<file path="config.mk">
export PLATFORM = sky130hd
export DESIGN_NAME = debounce_sync_stage
export DESIGN_NICKNAME = d
export VERILOG_FILES = /design/src/rtl/debounce_sync_stage.sv
export SDC_FILE = /design/constraint.sdc
export NUM_CORES = 1
export LEC_CHECK = 0
export CORE_MARGIN = 4
export CORE_UTILIZATION = 49
export DETAILED_ROUTE_END_ITERATION = 6
export MAX_ROUTING_LAYER = met4
export PLACE_DENSITY_LB_ADDON = 0.15
export SYNTH_ARGS = -nofsm -noshare
export SYNTH_HDL_FRONTEND = slang
export SYNTH_SLANG_ARGS = --single-unit
export TNS_END_PERCENT = 5
</file>
<file path="constraint.sdc">
create_clock -name clk -period 1.6 [get_ports clk]
set_input_delay 0.24 -clock clk [delete_from_list [all_inputs] [get_ports clk]]
set_output_delay 0.24 -clock clk [all_outputs]
set_load 0.1 [all_outputs]
</file>
<file path="src/rtl/debounce_sync_stage.sv">
// ---------------------------------------------------------------------------
// debounce_sync_stage
//
// Conditions a raw asynchronous level before it drives the data input of the
// delay-2 NOT-gate stage. The block:
//   - brings din into the clock domain through a two-flop synchroniser,
//   - ignores any change that does not hold for STABLE_CYCLES clocks,
//   - shows the clean level on dout, with one-cycle rise/fall strobes,
//   - counts rejected pulses in a saturating counter.
//
// Parameters
//   STABLE_CYCLES : number of clocks the synchronised input must hold a new
//                   value before dout follows it (must be >= 1)
//   GLITCH_W      : width of the rejected-glitch counter
//
// Ports
//   clk        : rising-edge clock
//   rst_n      : synchronous active-low reset
//   din        : raw asynchronous level input
//   dout       : debounced level, feeds the NOT-gate stage
//   rise       : one-cycle strobe, asserted together with a dout 0->1 change
//   fall       : one-cycle strobe, asserted together with a dout 1->0 change
//   busy       : high while a pending transition is being qualified
//   glitch_cnt : saturating count of rejected pulses
// ---------------------------------------------------------------------------
module debounce_sync_stage #(
  parameter int STABLE_CYCLES = 4,
  parameter int GLITCH_W      = 8
) (
  input  logic                clk,
  input  logic                rst_n,
  input  logic                din,
  output logic                dout,
  output logic                rise,
  output logic                fall,
  output logic                busy,
  output logic [GLITCH_W-1:0] glitch_cnt
);

  localparam int CNT_W = $clog2(STABLE_CYCLES + 1);

  // Value of cnt on the cycle a pending transition commits. For
  // STABLE_CYCLES = 1 this is 0, while a pending state is entered with cnt = 1;
  // the ">=" test below makes that case commit on the first evaluation.
  localparam logic [CNT_W-1:0]    CNT_LAST   = CNT_W'(STABLE_CYCLES - 1);
  localparam logic [GLITCH_W-1:0] GLITCH_MAX = '1;

  typedef enum logic [1:0] {
    IDLE_LO,
    PEND_HI,
    IDLE_HI,
    PEND_LO
  } state_t;

  state_t           state;
  logic             s1;
  logic             s2;
  logic [CNT_W-1:0] cnt;

  // Two-flop synchroniser. Only s2 is used downstream, so s1 has a full
  // cycle to settle.
  always_ff @(posedge clk) begin
    if (!rst_n) begin
      s1 <= 1'b0;
      s2 <= 1'b0;
    end else begin
      s1 <= din;
      s2 <= s1;
    end
  end

  // Qualification FSM. All outputs are registered here. Each state is
  // checked for a reversal of s2 before it is checked for the commit
  // condition. As a result, a reversal on the same cycle cnt reaches its
  // final value is treated as a glitch. Reset drops any pending
  // qualification and does not count it as a glitch.
  always_ff @(posedge clk) begin
    if (!rst_n) begin
      state      <= IDLE_LO;
      cnt        <= '0;
      dout       <= 1'b0;
      rise       <= 1'b0;
      fall       <= 1'b0;
      busy       <= 1'b0;
      glitch_cnt <= '0;
    end else begin
      rise <= 1'b0;
      fall <= 1'b0;
      case (state)
        IDLE_LO: begin
          if (s2) begin
            state <= PEND_HI;
            cnt   <= CNT_W'(1);
            busy  <= 1'b1;
          end
        end
        PEND_HI: begin
          if (!s2) begin
            state <= IDLE_LO;
            cnt   <= '0;
            busy  <= 1'b0;
            if (glitch_cnt != GLITCH_MAX) begin
              glitch_cnt <= glitch_cnt + 1'b1;
            end
          end else if (cnt >= CNT_LAST) begin
            state <= IDLE_HI;
            cnt   <= '0;
            busy  <= 1'b0;
            dout  <= 1'b1;
            rise  <= 1'b1;
          end else begin
            cnt <= cnt + 1'b1;
          end
        end
        IDLE_HI: begin
          if (!s2) begin
            state <= PEND_LO;
            cnt   <= CNT_W'(1);
            busy  <= 1'b1;
          end
        end
        PEND_LO: begin
          if (s2) begin
            state <= IDLE_HI;
            cnt   <= '0;
            busy  <= 1'b0;
            if (glitch_cnt != GLITCH_MAX) begin
              glitch_cnt <= glitch_cnt + 1'b1;
            end
          end else if (cnt >= CNT_LAST) begin
            state <= IDLE_LO;
            cnt   <= '0;
            busy  <= 1'b0;
            dout  <= 1'b0;
            fall  <= 1'b1;
          end else begin
            cnt <= cnt + 1'b1;
          end
        end
        default: begin
          state <= IDLE_LO;
          cnt   <= '0;
          busy  <= 1'b0;
        end
      endcase
    end
  end

endmodule

</file>
* Word level (Yosys, flattened, before mapping)
Index checks and enable logic that the tools add are counted.
** Word-level totals
- Logic and storage cells :: 65
- Flip-flop bits (word level) :: 19
- Input bits :: 3
** Operators by class
- Bitwise logic cells :: 2
- Reductions and logical operators :: 8
- $add $sub $neg :: 2
- Order comparisons :: 1
- Muxes and demuxes :: 29
- Equality and inequality tests :: 14
** Operators with widths (count)
- two-way mux 8 bit :: 3
- inequality test 2 bit (second input constant) :: 8
- case mux 8 bit (2 select lines) :: 1
- two-way mux 3 bit :: 5
- two-way mux 2 bit :: 6
- case mux 3 bit (4 select lines) :: 1
- two-way mux 1 bit :: 10
- adder 8 x 1 -> 8 bit (second input constant) :: 1
- inequality test 8 bit (second input constant) :: 1
- case mux 2 bit (4 select lines) :: 1
- inequality test 3 bit (second input constant) :: 2
- AND reduction 3 bit :: 2
- AND reduction 5 bit :: 1
- equality test 2 bit (second input constant) :: 2
- case mux 1 bit (4 select lines) :: 1
- AND reduction 4 bit :: 1
- adder 3 x 1 -> 3 bit (second input constant) :: 1
- greater-or-equal comparator 3 x 2 -> 1 bit (second input constant) :: 1
- OR reduction 3 bit :: 1
- equality test 2 x 1 -> 1 bit (second input constant) :: 1
- zero test 2 bit :: 1
- NOT 1 bit :: 2
- case mux 1 bit (2 select lines) :: 1
- AND reduction 2 bit :: 1
- nonzero test 2 bit :: 1

* Logic depth before layout (Yosys ltp)
Gate-level depths: netlist of the first run.
- Depth in word-level cells :: 4
- Depth in mapped cells :: 6

* Worst setup path after synthesis of the first run
OpenSTA, ideal clock, no wires.
- Path type :: flip-flop to flip-flop
- From :: register glitch_cnt[0]
- To :: register glitch_cnt[1]
- Stages on the path, launching flop included :: 7
- Data arrival time :: 2.106 ns
- Clock period less this slack :: 2.234 ns
- Path slack :: -0.634 ns
- Buffers on the path :: 1
- Setup time :: 0.128 ns
- Path through :: dfxtp_1 ha_1 nand3_1 o211ai_1 buf_2 mux2i_1 nor2_1
** Between the ends
- Cells in the longest elaborated chain, start to end :: 4
** RTL lines
- start, declared :: line 37 : output logic [GLITCH_W-1:0] glitch_cnt
- start signal, assigned :: line 103 : glitch_cnt <= glitch_cnt + 1'b1;
- start signal, assigned :: line 128 : glitch_cnt <= glitch_cnt + 1'b1;
- adder 8 x 1 -> 8 bit or inequality test 8 bit (tied branches)
- two-way mux 8 bit (*) :: line 102, 127
- two-way mux 8 bit, on equally long branches :: line 123, 98
- case mux 8 bit (2 select lines) (*) :: line 89 : case (state)
Mark *: on every way between the ends. The rest lies on a longest branch, timed or not. The select of a mux whose other input is x is not followed.
A chain may end at the register's enable or synchronous reset.

* Worst setup path in the final report of the first run
- From :: register cnt[0]
- To :: register dout
** Between the ends
- Cells in the longest elaborated chain, start to end :: 3
** RTL lines
- start, declared :: line 58 : logic [CNT_W-1:0] cnt;
- start signal, assigned :: line 112 : cnt <= cnt + 1'b1;
- start signal, assigned :: line 137 : cnt <= cnt + 1'b1;
- greater-or-equal comparator 3 x 2 -> 1 bit (*) :: line 105, 130
- inequality test 2 bit (no line)
- AND reduction 5 bit (no line) (*)
- end signal, assigned :: line 81 : dout <= 1'b0;
- end signal, assigned :: line 109 : dout <= 1'b1;
- end signal, assigned :: line 134 : dout <= 1'b0;
- end, declared :: line 33 : output logic dout,
Mark *: on every way between the ends. The rest lies on a longest branch, timed or not.

==> results of run 1 <==
Yosys cell counts:
library cell  number
a211o_1            1
a21oi_1            9
a2bb2oi_1          1
a31oi_1            1
and2_1             2
and3_1             1
buf_2              1
buf_6              1
clkbuf_1           2
dfxtp_1           19
ha_1               3
inv_1              4
mux2i_1            2
nand2_1            5
nand3_1            7
nand3b_1           2
nand4_2            1
nor2_1             6
nor3_1             1
nor3b_1            2
o211ai_1           1
o21ai_0            5
o31ai_1            3
or2_0              1
or2_2              1
or3_1              4
or4_1              2
xnor2_2            1
xor2_1             2
critical path, delay by kind of cell (launching register included):
kind | cells | cell delay, ns
adder cells (fa/ha/maj) | 2 | 0.39
AND/OR/NAND/NOR | 1 | 0.13
flip-flops | 1 | 0.35
AO/OA/AOI/OAI | 3 | 0.55
cells by family after synthesis:
logic type,after synthesis
simple gates,35
xor+xnor,3
buf+inv,8
flops,19
fa+ha+maj,3
mux,2
compound gates,21
cell type report:
type | instances | area share
Clock buffer | 4 | 0.02149
Inverter | 4 | 0.01228
Multi-Input combinational cell | 64 | 0.3521
Sequential cell | 19 | 0.3357
Tap cell | 16 | 0.01638
Timing Repair Buffer | 22 | 0.2620
power by group through the flow:
stage	logic, mW	clock network [mW]	registers, mW
after floorplan	0.0310	0	0.524
after global placement	0.100	0	0.491
after detailed placement	0.102	0	0.491
after CTS	0.102	0.249	0.480
after global routing	0.112	0.270	0.482
final	0.105	0.245	0.481
worst max-delay path by stage:
| stage | end | depth (start not counted) | slack, ns | from |
|---|---|---|---|---|
| 2_1_floorplan | glitch_cnt[7] | 4 | -0.01 | glitch_cnt[3] |
| 3_3_place_gp | glitch_cnt[3] | 6 | 0.1 | glitch_cnt[0] |
| 3_5_place_dp | dout | 6 | 0.06 | cnt[0] |
| 4_1_cts | cnt[2] | 6 | 0.03 | cnt[0] |
| 5_1_grt | cnt[1] | 6 | -0.02 | cnt[0] |
| 6_report | dout | 6 | 0.08 | cnt[0] |
per-stage QoR:
step | instance area [um2] | hold slack (ns)
after detailed placement | 1171 | 0.4450
after floorplan | 872.1 | 0.3617
after global placement | 1171 | 0.4200
after global routing | 1222 | 0.4862
after CTS | 1197 | 0.4727
final | 1222 | 0.4666
per-layer routing:
metal,part of all wire,up-vias,track usage,routed length (um)
li1,-,372,-,-
met1,0.49,366,0.1992,835
met2,0.45,17,0.2344,760
met3,0.046,4,0.03670,79
met4,0.018,0,0.08531,30
met5,0,-,-,0
cells in the final DEF, fill, tap and decap left out, drive strengths merged:
cell type       n
buf            20
mux2i           2
a2bb2oi         1
dfxtp          19
and3            1
nand3b          2
nand3           7
a211o           1
o21ai           5
inv             4
nor2            6
ha              3
xor2            2
xnor2           1
a31oi           1
and2            2
nor3b           2
o31ai           3
o211ai          1
nand4           1
clkbuf          4
a21oi           9
or2             2
nand2           5
or4             2
or3             4
nor3            1
clkdlybuf4s50   2
repair_timing:
action | in CTS | in global routing
endpoints found under the setup margin | 0 | 7
resized for setup | 0 | 4
setup buffers | 0 | 2
hold endpoints to repair | 0 | 0
==> impl_metrics.ini, run 1 <==
[global_route]
grt_max_degree = 14
grt_usage = 0.1588
overflow = 0
grt_pass1_wl_mm = 2.884
antenna_found_initial = 0
grt_pass1_vias = 678

[sta]
fmax_ghz = 0.6567
setup_tns_ns = 0
period_minus_slack_ns = 1.523
worst_slew_pin_slew_ns = 0.4128
relSlewSlack = 0.7245
finalSetupViolCount = 0
timing.final.hold_violations = 0
worst_slack_ns = 0.07716
maxSlewViolCount = 0
post-route-period-util = 0.9518
rsz0062_at_grt = yes
finalClockSkew_ns = 0.002426

[run]
maxCapViolCount = 0

[route]
drt_wl_total_mm = 1.706
ant_nets = 0
via_per_inst = 5.884
firstDrtPassIters = 4
vias = 759
drc_errors = 0
routedWlPerCell_um = 13.22
dr.first_iter.drc_count = 31

[placement]
gp_congestion = 0.8188
numPortBuffers = 14
dpl.hpwl_mm = 1.236
dpl_worst_slack_ns = 0.05916
placed_cells = 123

[finish]
area.growth.synth_to_final_pct = 47.36
fin_nets = 120
fin_util = 0.7841
multi_input_area_um2 = 430.4
n_fill_cell = 102
top_regs = glitch_cnt: 8 flops, cnt: 3 flops
max_flop_register = glitch_cnt
final_cell_count_no_fill = 129
layout-drive-gt1-share = 0.3451
antennaDiodeCount = 0
largest_reg_flops = 8
regArea_um2 = 410.4

[power]
p_total_uw = 829.9
power_frac_clock = 0.295
p_seq_frac = 0.579
p_int_uw = 609.7
p_per_area_nw_per_um2 = 678.9
p_sw_frac = 0.2652
peakVddDrop_v = 0.0004553
power_frac_comb = 0.126
p_switching_uw = 220.1
leakagePower_nw = 0.4658

[synthesis]
synth.distinct_cells = 29
synth_compound_area_frac = 0.1493
yosysSeqAreaShare = 0.4585
synth_top_area_frac = 0.4585
synth_top_family_by_area = simple AND/OR/NAND/NOR gates
yosys.area_share.adder = 0.04525
synthSimpleGateAreaFrac = 0.2353
syn-num-nets = 97
ys_warn_count = 0
yosys-top-cells-area = dfxtp_1 46%, a21oi_1 5.4%, ha_1 4.5%, nand3_1 4.2%, o21ai_0 3.0%
synthCells = 91
muxShareOfSynthArea = 0.02413
ys_ff_latch = 19
synth_area_um2 = 829.5
syn_avg_cell_area_um2 = 9.116
yosys.area_share.xor_xnor = 0.04072
yosysTopAreaCell = dfxtp_1

[setup_path]
crit_chain = ha_1 > ha_1 > a211o_1 > a31oi_1 > or2_2 > a21oi_1
cp_common_cell = ha_1
crit_type = reg -> reg
path_max_fanout = 5
r2r_cells = 6
required_ns = 1.78
worstSetupStartpointType = flop
worstSetupEndpointType = flop
timing.rr.start = cnt[0]
slowest_delay_ns = 0.35
r2r-end = dout
cp_slowest_cell = dfxtp_2
reg2reg_slack_ns = 0.08
arrival_ns = 1.70

[min_path]
hold_depth = 1
holdCritPathClass = reg -> reg
hold_path_end = s2
hold_start = s1

[clock_network]
cts_buffer_depth = 2
cts_root_buf = clkbuf_4
cts-buffers-inserted = 3
cts.clk_slew.worst_paths_ns = 0.11
holdBufCountCts = 0
clock_sink_count = 19
htreeDepth = 1
clkLatencyLatePin_ns = 0.30
cts_tree = done

[floorplan]
std_cell_rows = 14
initial_core_util = 0.5321
dieArea_um2 = 2415
fp.coreArea_um2 = 1559
die_w_um = 49.15
pin_count = 15
die_height_um = 49.15

[status]
status = finished clean
Power figures use the tool's default switching activity.
==> run 2: changes to the inputs <==
- CTS_BUF_LIST: not set -> sky130_fd_sc_hd__clkbuf_16
- GPL_ROUTABILITY_DRIVEN: not set -> 0
- GPL_TIMING_DRIVEN: not set -> 1
==> impl_metrics.ini, run 2 (same netlist as run 1, synthesis figures left out) <==
[setup_path]
crit_chain = ha_1 > ha_1 > a211o_4 > a31oi_1 > or2_2 > a21oi_1
cp.buffers_inverters = 0
slowest_delay_ns = 0.34
path_max_fanout = 5
cp_common_cell = ha_1
cp_top_family = compound AO/OA/AOI/OAI gates
arrival_ns = 1.66
crit_type = reg -> reg
worstSetupEndpointType = flop
worstSetupStartpointType = flop
cp_slowest_cell = dfxtp_1
reg2reg_slack_ns = 0.06
required_ns = 1.72

[route]
drt_wl_total_mm = 1.857
firstDrtPassIters = 4
dr.first_iter.drc_count = 22
drc_errors = 0
ant_nets = 0
via_per_inst = 5.953
routedWlPerCell_um = 14.51
vias = 762

[finish]
largest_reg_flops = 8
final_common_cell = buf_12
max_flop_register = glitch_cnt
top_regs = glitch_cnt: 8 flops, cnt: 3 flops
regArea_um2 = 409.1
area.growth.synth_to_final_pct = 54.30
n_fill_cell = 89
antennaDiodeCount = 0
fin_util = 0.8210
multi_input_area_um2 = 444.2
layout_common_cells = 12 x buf_12, 10 x dfxtp_1, 9 x a21oi_1
layout-drive-gt1-share = 0.3393
fin_nets = 119

[sta]
setup_tns_ns = 0
relSlewSlack = 0.7274
worst_slew_pin_slew_ns = 0.4071
fmax_ghz = 0.6498
finalSetupViolCount = 0
finalClockSkew_ns = 0.002024
timing.final.hold_violations = 0
worst_slack_ns = 0.06095
maxSlewViolCount = 0
period_minus_slack_ns = 1.539
post-route-period-util = 0.9619
rsz0062_at_grt = yes

[clock_network]
clkLatencyLatePin_ns = 0.25
htreeDepth = 1
cts_buffer_depth = 2
cts_root_buf = clkbuf_16
cts-buffers-inserted = 3
cts_tree = done
holdBufCountCts = 0
clock_sink_count = 19
cts.clk_slew.worst_paths_ns = 0.05

[floorplan]
pin_count = 15
die_w_um = 49.15
dieArea_um2 = 2415
die_height_um = 49.15
initial_core_util = 0.5321
fp.coreArea_um2 = 1559
std_cell_rows = 14

[run]
maxCapViolCount = 0

[global_route]
overflow = 0
grt_max_degree = 14
grt_pass1_wl_mm = 3.098
grt_pass1_vias = 700
antenna_found_initial = 0
grt_usage = 0.1739

[placement]
dpl.hpwl_mm = 1.236
dpl_worst_slack_ns = 0.05916
numPortBuffers = 14

[power]
p_switching_uw = 248.0
p_seq_frac = 0.440
power_frac_clock = 0.464
peakVddDrop_v = 0.0007799
power_frac_comb = 0.097
p_total_mw = 1.094
p_sw_frac = 0.2266
p_int_uw = 846.1
p_per_area_nw_per_um2 = 854.8
leakagePower_nw = 0.4869

[status]
status = finished clean

[min_path]
holdCritPathClass = reg -> reg
[run 2: metrics by stage]
| stage | hold slack (ns) | instance area, um2 | instances |
|---|---|---|---|
| 2_1_floorplan | 0.3617 | 872.1 | 91 |
| 6_report | 0.4521 | 1280 | 128 |
| 3_5_place_dp | 0.4450 | 1171 | 123 |
| 3_3_place_gp | 0.4200 | 1171 | 123 |
| 4_1_cts | 0.4597 | 1252 | 127 |
| 5_1_grt | 0.4708 | 1280 | 128 |
[run 2: worst reg2reg max path: stages (launching register included)]
cell	delay [ns]
dfxtp_1	0.34
ha_1	0.21
ha_1	0.20
a211o_4	0.31
a31oi_1	0.17
or2_2	0.13
a21oi_1	0.05
[run 2: per-layer routing]
metal,global-route usage,part of all wire,up-vias
met5,-,0,-
met4,0.05687,0.0022,0
met3,0.07339,0.072,4
met2,0.2656,0.49,33
met1,0.2049,0.43,355
li1,-,-,370
[run 2: cell type report]
| cell class | instances | share of cell area |
|---|---|---|
| clock buffer | 3 | 0.05865 |
| tap | 16 | 0.01564 |
| timing repair buffer | 21 | 0.2444 |
| clock inverter | 1 | 0.002933 |
| multi-input combinational | 64 | 0.3470 |
| sequential | 19 | 0.3196 |
| inverter | 4 | 0.01173 |
[run 2: repair_timing]
item                       in CTS  in global routing
pin swaps                       0                  6
gates cloned                    0                  0
buffers inserted                0                  1
setup endpoints to repair       2                  9
gates resized for setup         1                  4
[run 2: path summary, 6_finish.rpt]
check             startpoint   end  cells past startpoint
hold / removal            s1    s2                      1
hold reg to reg           s1    s2                      1
setup reg to reg      cnt[0]  dout                      6
setup / recovery      cnt[0]  dout                      6
[run 2: power groups by stage]
stage | sequential (mW) | combinational [mW] | clock, mW
floorplan | 0.524 | 0.0310 | 0
global placement | 0.491 | 0.100 | 0
detailed placement | 0.491 | 0.102 | 0
CTS | 0.481 | 0.104 | 0.513
global route | 0.483 | 0.113 | 0.540
finish | 0.481 | 0.106 | 0.507
